[src/rtl/hazard_stall_ctrl.sv]
// D-stage interlock: compares D source operands against E/M destinations and
// their remaining produce latency, and holds HI/LO users while mult/div is busy.
module hazard_stall_ctrl #(
    parameter int MUL_CYC = 5,
    parameter int DIV_CYC = 10
) (
    input  logic       clk,
    input  logic       reset,
    input  logic       d_j,
    input  logic       d_r,
    input  logic       d_i,
    input  logic       d_ld,
    input  logic       d_st,
    input  logic       d_jal,
    input  logic       d_md_start,
    input  logic       d_md_div,
    input  logic       d_md_use,
    input  logic [4:0] d_rs,
    input  logic [4:0] d_rt,
    input  logic [4:0] d_rd,
    input  logic       clr,
    output logic       stall,
    output logic       stall_reg,
    output logic       stall_md,
    output logic       md_busy,
    output logic [4:0] dst_e,
    output logic [4:0] dst_m
);

    localparam int MAX_CYC = (DIV_CYC > MUL_CYC) ? DIV_CYC : MUL_CYC;
    localparam int CW      = ($clog2(MAX_CYC + 1) > 4) ? $clog2(MAX_CYC + 1) : 4;
    localparam logic [CW-1:0] MUL_LD = CW'(MUL_CYC);
    localparam logic [CW-1:0] DIV_LD = CW'(DIV_CYC);

    logic [4:0]    r_dst_e;
    logic [4:0]    r_dst_m;
    logic [1:0]    r_tnew_e;
    logic [1:0]    r_tnew_m;
    logic          r_md_e;
    logic          r_md_div_e;
    logic [CW-1:0] r_cnt;

    logic [4:0] w_d_dst;
    logic [1:0] w_d_tnew;
    logic       w_rs_used;
    logic       w_rt_used;
    logic [1:0] w_tuse_rs;
    logic [1:0] w_tuse_rt;
    logic       w_rs_hz;
    logic       w_rt_hz;
    logic       w_stall_reg;
    logic       w_stall_md;
    logic       w_md_busy;
    logic       w_stall;
    logic [1:0] w_tnew_e_dec;

    always_comb begin
        w_d_dst = 5'd0;
        if (d_jal || d_r)      w_d_dst = d_rd;
        else if (d_i || d_ld)  w_d_dst = d_rt;

        w_d_tnew = 2'd0;
        if (d_ld)             w_d_tnew = 2'd2;
        else if (d_r || d_i)  w_d_tnew = 2'd1;

        w_rs_used = d_j | d_r | d_i | d_ld | d_st;
        w_tuse_rs = d_j ? 2'd0 : 2'd1;
        w_rt_used = d_j | d_r | d_st;
        w_tuse_rt = d_j ? 2'd0 : (d_r ? 2'd1 : 2'd2);
    end

    // A register 0 source never matches, so dst 0 (bubble/none) is never a hazard.
    always_comb begin
        w_rs_hz = w_rs_used && (d_rs != 5'd0) &&
                  (((d_rs == r_dst_e) && (w_tuse_rs < r_tnew_e)) ||
                   ((d_rs == r_dst_m) && (w_tuse_rs < r_tnew_m)));
        w_rt_hz = w_rt_used && (d_rt != 5'd0) &&
                  (((d_rt == r_dst_e) && (w_tuse_rt < r_tnew_e)) ||
                   ((d_rt == r_dst_m) && (w_tuse_rt < r_tnew_m)));
    end

    assign w_stall_reg  = w_rs_hz | w_rt_hz;
    assign w_md_busy    = r_md_e | (r_cnt != '0);
    assign w_stall_md   = d_md_use & w_md_busy;
    assign w_stall      = (w_stall_reg | w_stall_md) & ~clr;
    assign w_tnew_e_dec = (r_tnew_e == 2'd0) ? 2'd0 : (r_tnew_e - 2'd1);

    always_ff @(posedge clk or negedge reset) begin
        if (!reset) begin
            r_dst_e    <= 5'd0;
            r_dst_m    <= 5'd0;
            r_tnew_e   <= 2'd0;
            r_tnew_m   <= 2'd0;
            r_md_e     <= 1'b0;
            r_md_div_e <= 1'b0;
        end else if (clr) begin
            r_dst_e    <= 5'd0;
            r_dst_m    <= 5'd0;
            r_tnew_e   <= 2'd0;
            r_tnew_m   <= 2'd0;
            r_md_e     <= 1'b0;
            r_md_div_e <= 1'b0;
        end else begin
            r_dst_m  <= r_dst_e;
            r_tnew_m <= w_tnew_e_dec;
            if (w_stall) begin
                r_dst_e    <= 5'd0;
                r_tnew_e   <= 2'd0;
                r_md_e     <= 1'b0;
                r_md_div_e <= 1'b0;
            end else begin
                r_dst_e    <= w_d_dst;
                r_tnew_e   <= w_d_tnew;
                r_md_e     <= d_md_start;
                r_md_div_e <= d_md_start & d_md_div;
            end
        end
    end

    // Counter is only loaded from an op leaving E; a flush of that op skips the load.
    always_ff @(posedge clk or negedge reset) begin
        if (!reset) begin
            r_cnt <= '0;
        end else if (r_md_e && !clr) begin
            r_cnt <= r_md_div_e ? DIV_LD : MUL_LD;
        end else if (r_cnt != '0) begin
            r_cnt <= r_cnt - 1'b1;
        end
    end

    assign stall     = w_stall;
    assign stall_reg = w_stall_reg;
    assign stall_md  = w_stall_md;
    assign md_busy   = w_md_busy;
    assign dst_e     = r_dst_e;
    assign dst_m     = r_dst_m;

endmodule
[config.mk]
export PLATFORM = sky130hd
export DESIGN_NAME = hazard_stall_ctrl
export DESIGN_NICKNAME = d
export VERILOG_FILES = /design/src/rtl/hazard_stall_ctrl.sv
export SDC_FILE = /design/constraint.sdc
export NUM_CORES = 1
export LEC_CHECK = 0
export ABC_AREA = 1
export CORE_AREA = 2 2 70 72
export DETAILED_ROUTE_END_ITERATION = 10
export DIE_AREA = 0 0 72 74
export PLACE_DENSITY = 0.63
export SYNTH_ARGS = -nofsm -noshare
export SYNTH_HDL_FRONTEND = slang
export SYNTH_SLANG_ARGS = --single-unit
[constraint.sdc]
create_clock -name clk -period 1.2 [get_ports clk]
set_input_delay 0.24 -clock clk [delete_from_list [all_inputs] [get_ports clk]]
set_output_delay 0.24 -clock clk [all_outputs]
set_load 0.005 [all_outputs]
==> results by group <==
Worst setup path
  – Reg-to-reg critical path startpoint: r_tnew_e[0]$_DFF_PN0_
  – Setup Crit Path Kind: flip-flop to output pin
  – Most used cell along the critical path: nand2_1
  – Worst path max stage delay: 420 ps
  – CP required: 960 ps
  – Startpoint Class: flip-flop
  – Reg-to-Reg End: dst_e[4]$_DFF_PN0_
  – CP Cell Sequence: buf_4 > nand2_1 > nand2_1 > nor2_1 > nand3_1 > nand2_1 > nand2_2 > nand3_4 > nand2_1 > inv_1 > buf_2
  – Crit path DAT: 1540 ps
  – CP max stage cell: dfrtp_1
  – Worst-path fanout max: 4
  – Cells on worst reg2reg path: 9
  – FF-to-FF setup slack: -240 ps
  – CP endpoint kind: output pin

Logic synthesis
  – Cell accounting for the most synthesized area: dfrtp_1
  – Syn Nets: 235
  – Yosys reg bits: 20
  – Synth warn: 0
  – Yosys top cell area share: 0.3735
  – EDFF count, synth: 0
  – Synth Cell Area: 1340 sq um
  – Synth area leaders: dfrtp_1 37%, nand2_1 19%, inv_1 11%
  – Netlist cell types: 20
  – Top_reg_cell synth: dfrtp_1
  – Synthesized area per cell: 6.505 sq um
  – Asr flop ratio synth: 1.000
  – Post-synthesis cell count: 206
  – Sequential area share after synthesis: 0.3735

GRT
  – First-pass GRT wire length: 6437 um
  – GRT Overall Usage: 0.1522
  – Vias in the first global route: 1513
  – Largest net degree at the start of global routing: 21
  – Gr ovfl total: 0
  – Initial antenna violation count: 0

Floorplan
  – Die X-Extent: 72 um
  – Starting Density: 0.2914
  – Row cnt: 25
  – Die ar.: 5328 sq um
  – I/O Pins: 41
  – Core Region: 4598 sq um
  – Chip height: 74 um

Detailed routing
  – Post-route DRC: 0
  – DR pass1 iterations: 4
  – WL final: 3853 um
  – DRT iter0 DRCs: 59
  – Vias/cell: 4.344
  – Via count: 1555
  – Remaining antenna violation count: 0
  – Average routed wire per standard cell: 10.76 um

Timing
  – Final worst path period need: 1775 ps
  – Clock skew: 3.721 ps
  – Max Slew Vio Count: 0
  – Final setup viols: 16
  – Worst Tran Pin Value: 189.2 ps
  – Fin. Hold Viols: 0
  – Fmax: 0.5633 GHz
  – Max_slew headroom: 0.8735
  – RSZ-0062 raised after global routing: true
  – Final setup margin: -575.2 ps
  – Tcrit/Tclk final: 1.479

Final layout
  – # diodes: 0
  – Post-route insts no fill: 358
  – Nets: 334
  – Share of layout cells above drive strength 1: 0.3421
  – Area growth from synthesis to layout: 77.59%
  – Fin util: 0.5176

Clock tree
  – Clock Sinks: 20
  – CTS Buffer Depth: 2
  – Num CTS Buffers: 3
  – Root buf cell: clkbuf_8
  – Clock slew at the register clock pins of the worst setup and hold paths: 80 ps
  – CTS tree: done
  – Clk Latency, worst-skew pair: 260 ps
  – H-tree depth: 1

Power and ir drop
  – PwrDens: 1100 nW/um^2
  – Total leakage power: 1.264 nW
  – Pwr Total: 2.618 mW
  – VDD IR max: 0.7545 mV

Hold path
  – Worst hold path type: primary input to async pin

Placed design
  – HPWL Detailed: 2901 um
  – GP Congestion: 0.8594
  – Buffers added on ports: 40
  – Placed Cells: 339

Status
  – Failing checks: negative setup slack
  – Status: finished with violations

Job
  – Max Cap Violations: 0
synth_stat cells, drive strengths merged (2+ instances only):
master  count
ha          2
nand2      71
dfrtp      20
nand3       8
nand4       3
xnor2       3
or2         2
inv        40
nor2       29
o21ai      14
a21oi       5
xor2        5
nor3        3
sequential cells by signal, indices dropped and copies added, names as in the netlist:
name,flops
dst_e,5
dst_m,5
r_cnt,4
r_tnew_e,2
r_tnew_m,2
r_md_div_e,1
r_md_e,1
through the flow:
step	setup TNS [ps]	setup WS, ps	hold slack [ps]	area (sq um)
final	-4249	-575.2	309.8	2380
after CTS	-3657	-591.7	318.8	2262
after detailed placement	-9770	-1089	468.8	2120
after global placement	-9612	-1085	465.8	2120
after floorplan	-95.00	-95.00	-55.59	1350
after global routing	-5469	-692.5	346.6	2380
worst max-delay path: cells and delay by family, from the launching register on:
family	cells	cell delay [ps]
flip-flops	1	420
AND/OR/NAND/NOR	8	560
buffers and inverters	3	290
routing by layer:
layer | vias to the layer above | part of all wire | global-route usage
met5 | - | 0 | 0
li1 | 810 | - | -
met3 | 4 | 0.047 | 0.03388
met1 | 704 | 0.47 | 0.1964
met4 | 0 | 0.0057 | 0.05031
met2 | 37 | 0.48 | 0.2551
where the power goes:
part	total, mW	internal, mW	switching [mW]
logic	1.24	0.684	0.561
clock network	0.527	0.292	0.235
registers	0.846	0.780	0.0668
total	2.62	1.76	0.863
how the worst max path moves through the flow:
stage | from | to | slack, ps | cells after the start
2_1_floorplan | r_cnt[0]$_DFFE_PN0P_ | stall | -90 | 7
3_3_place_gp | d_rs[4] | stall | -1090 | 12
3_5_place_dp | d_rs[4] | stall | -1090 | 12
4_1_cts | dst_e[3]$_DFF_PN0_ | stall | -590 | 10
5_1_grt | dst_e[2]$_DFF_PN0_ | stall | -690 | 10
6_report | dst_m[1]$_DFF_PN0_ | stall | -580 | 11
repair_timing:
item	4_1_cts	5_1_grt
cloned	0	0
buffers inserted	15	10
hold buffers	0	0
setup endpoints to repair	27	26
pin swaps	14	12
resized for setup	92	21
logic make-up after synthesis:
logic type | count (synthesis) | share of synthesized area
AOI/OAI and AO/OA | 19 | 0.07095
xor gates and xnor gates | 8 | 0.05229
adders and majority gates | 2 | 0.01867
buffers and inverters | 41 | 0.1204
DFF | 20 | 0.3735
and+or+nand+nor | 116 | 0.3641
cells in the final DEF, fill, tap and decap left out, drive strengths merged:
master	instances
buf	69
o21ai	14
xnor2	3
clkbuf	4
nor3	3
dfrtp	20
nand2	71
dlygate4sd2	13
clkdlybuf4s50	13
ha	2
or2	2
xor2	5
inv	40
nand4	3
a21oi	5
nor2	29
nand3	8
area by class of cell:
class | instances | area (sq um)
sequential | 20 | 503.0
clock buffer | 4 | 55.05
fill | 446 | 2218
tap | 54 | 67.56
inverter | 40 | 150.1
multi-input combinational | 145 | 763.2
timing repair buffer | 95 | 840.8
(Power assumes the default switching activity.)
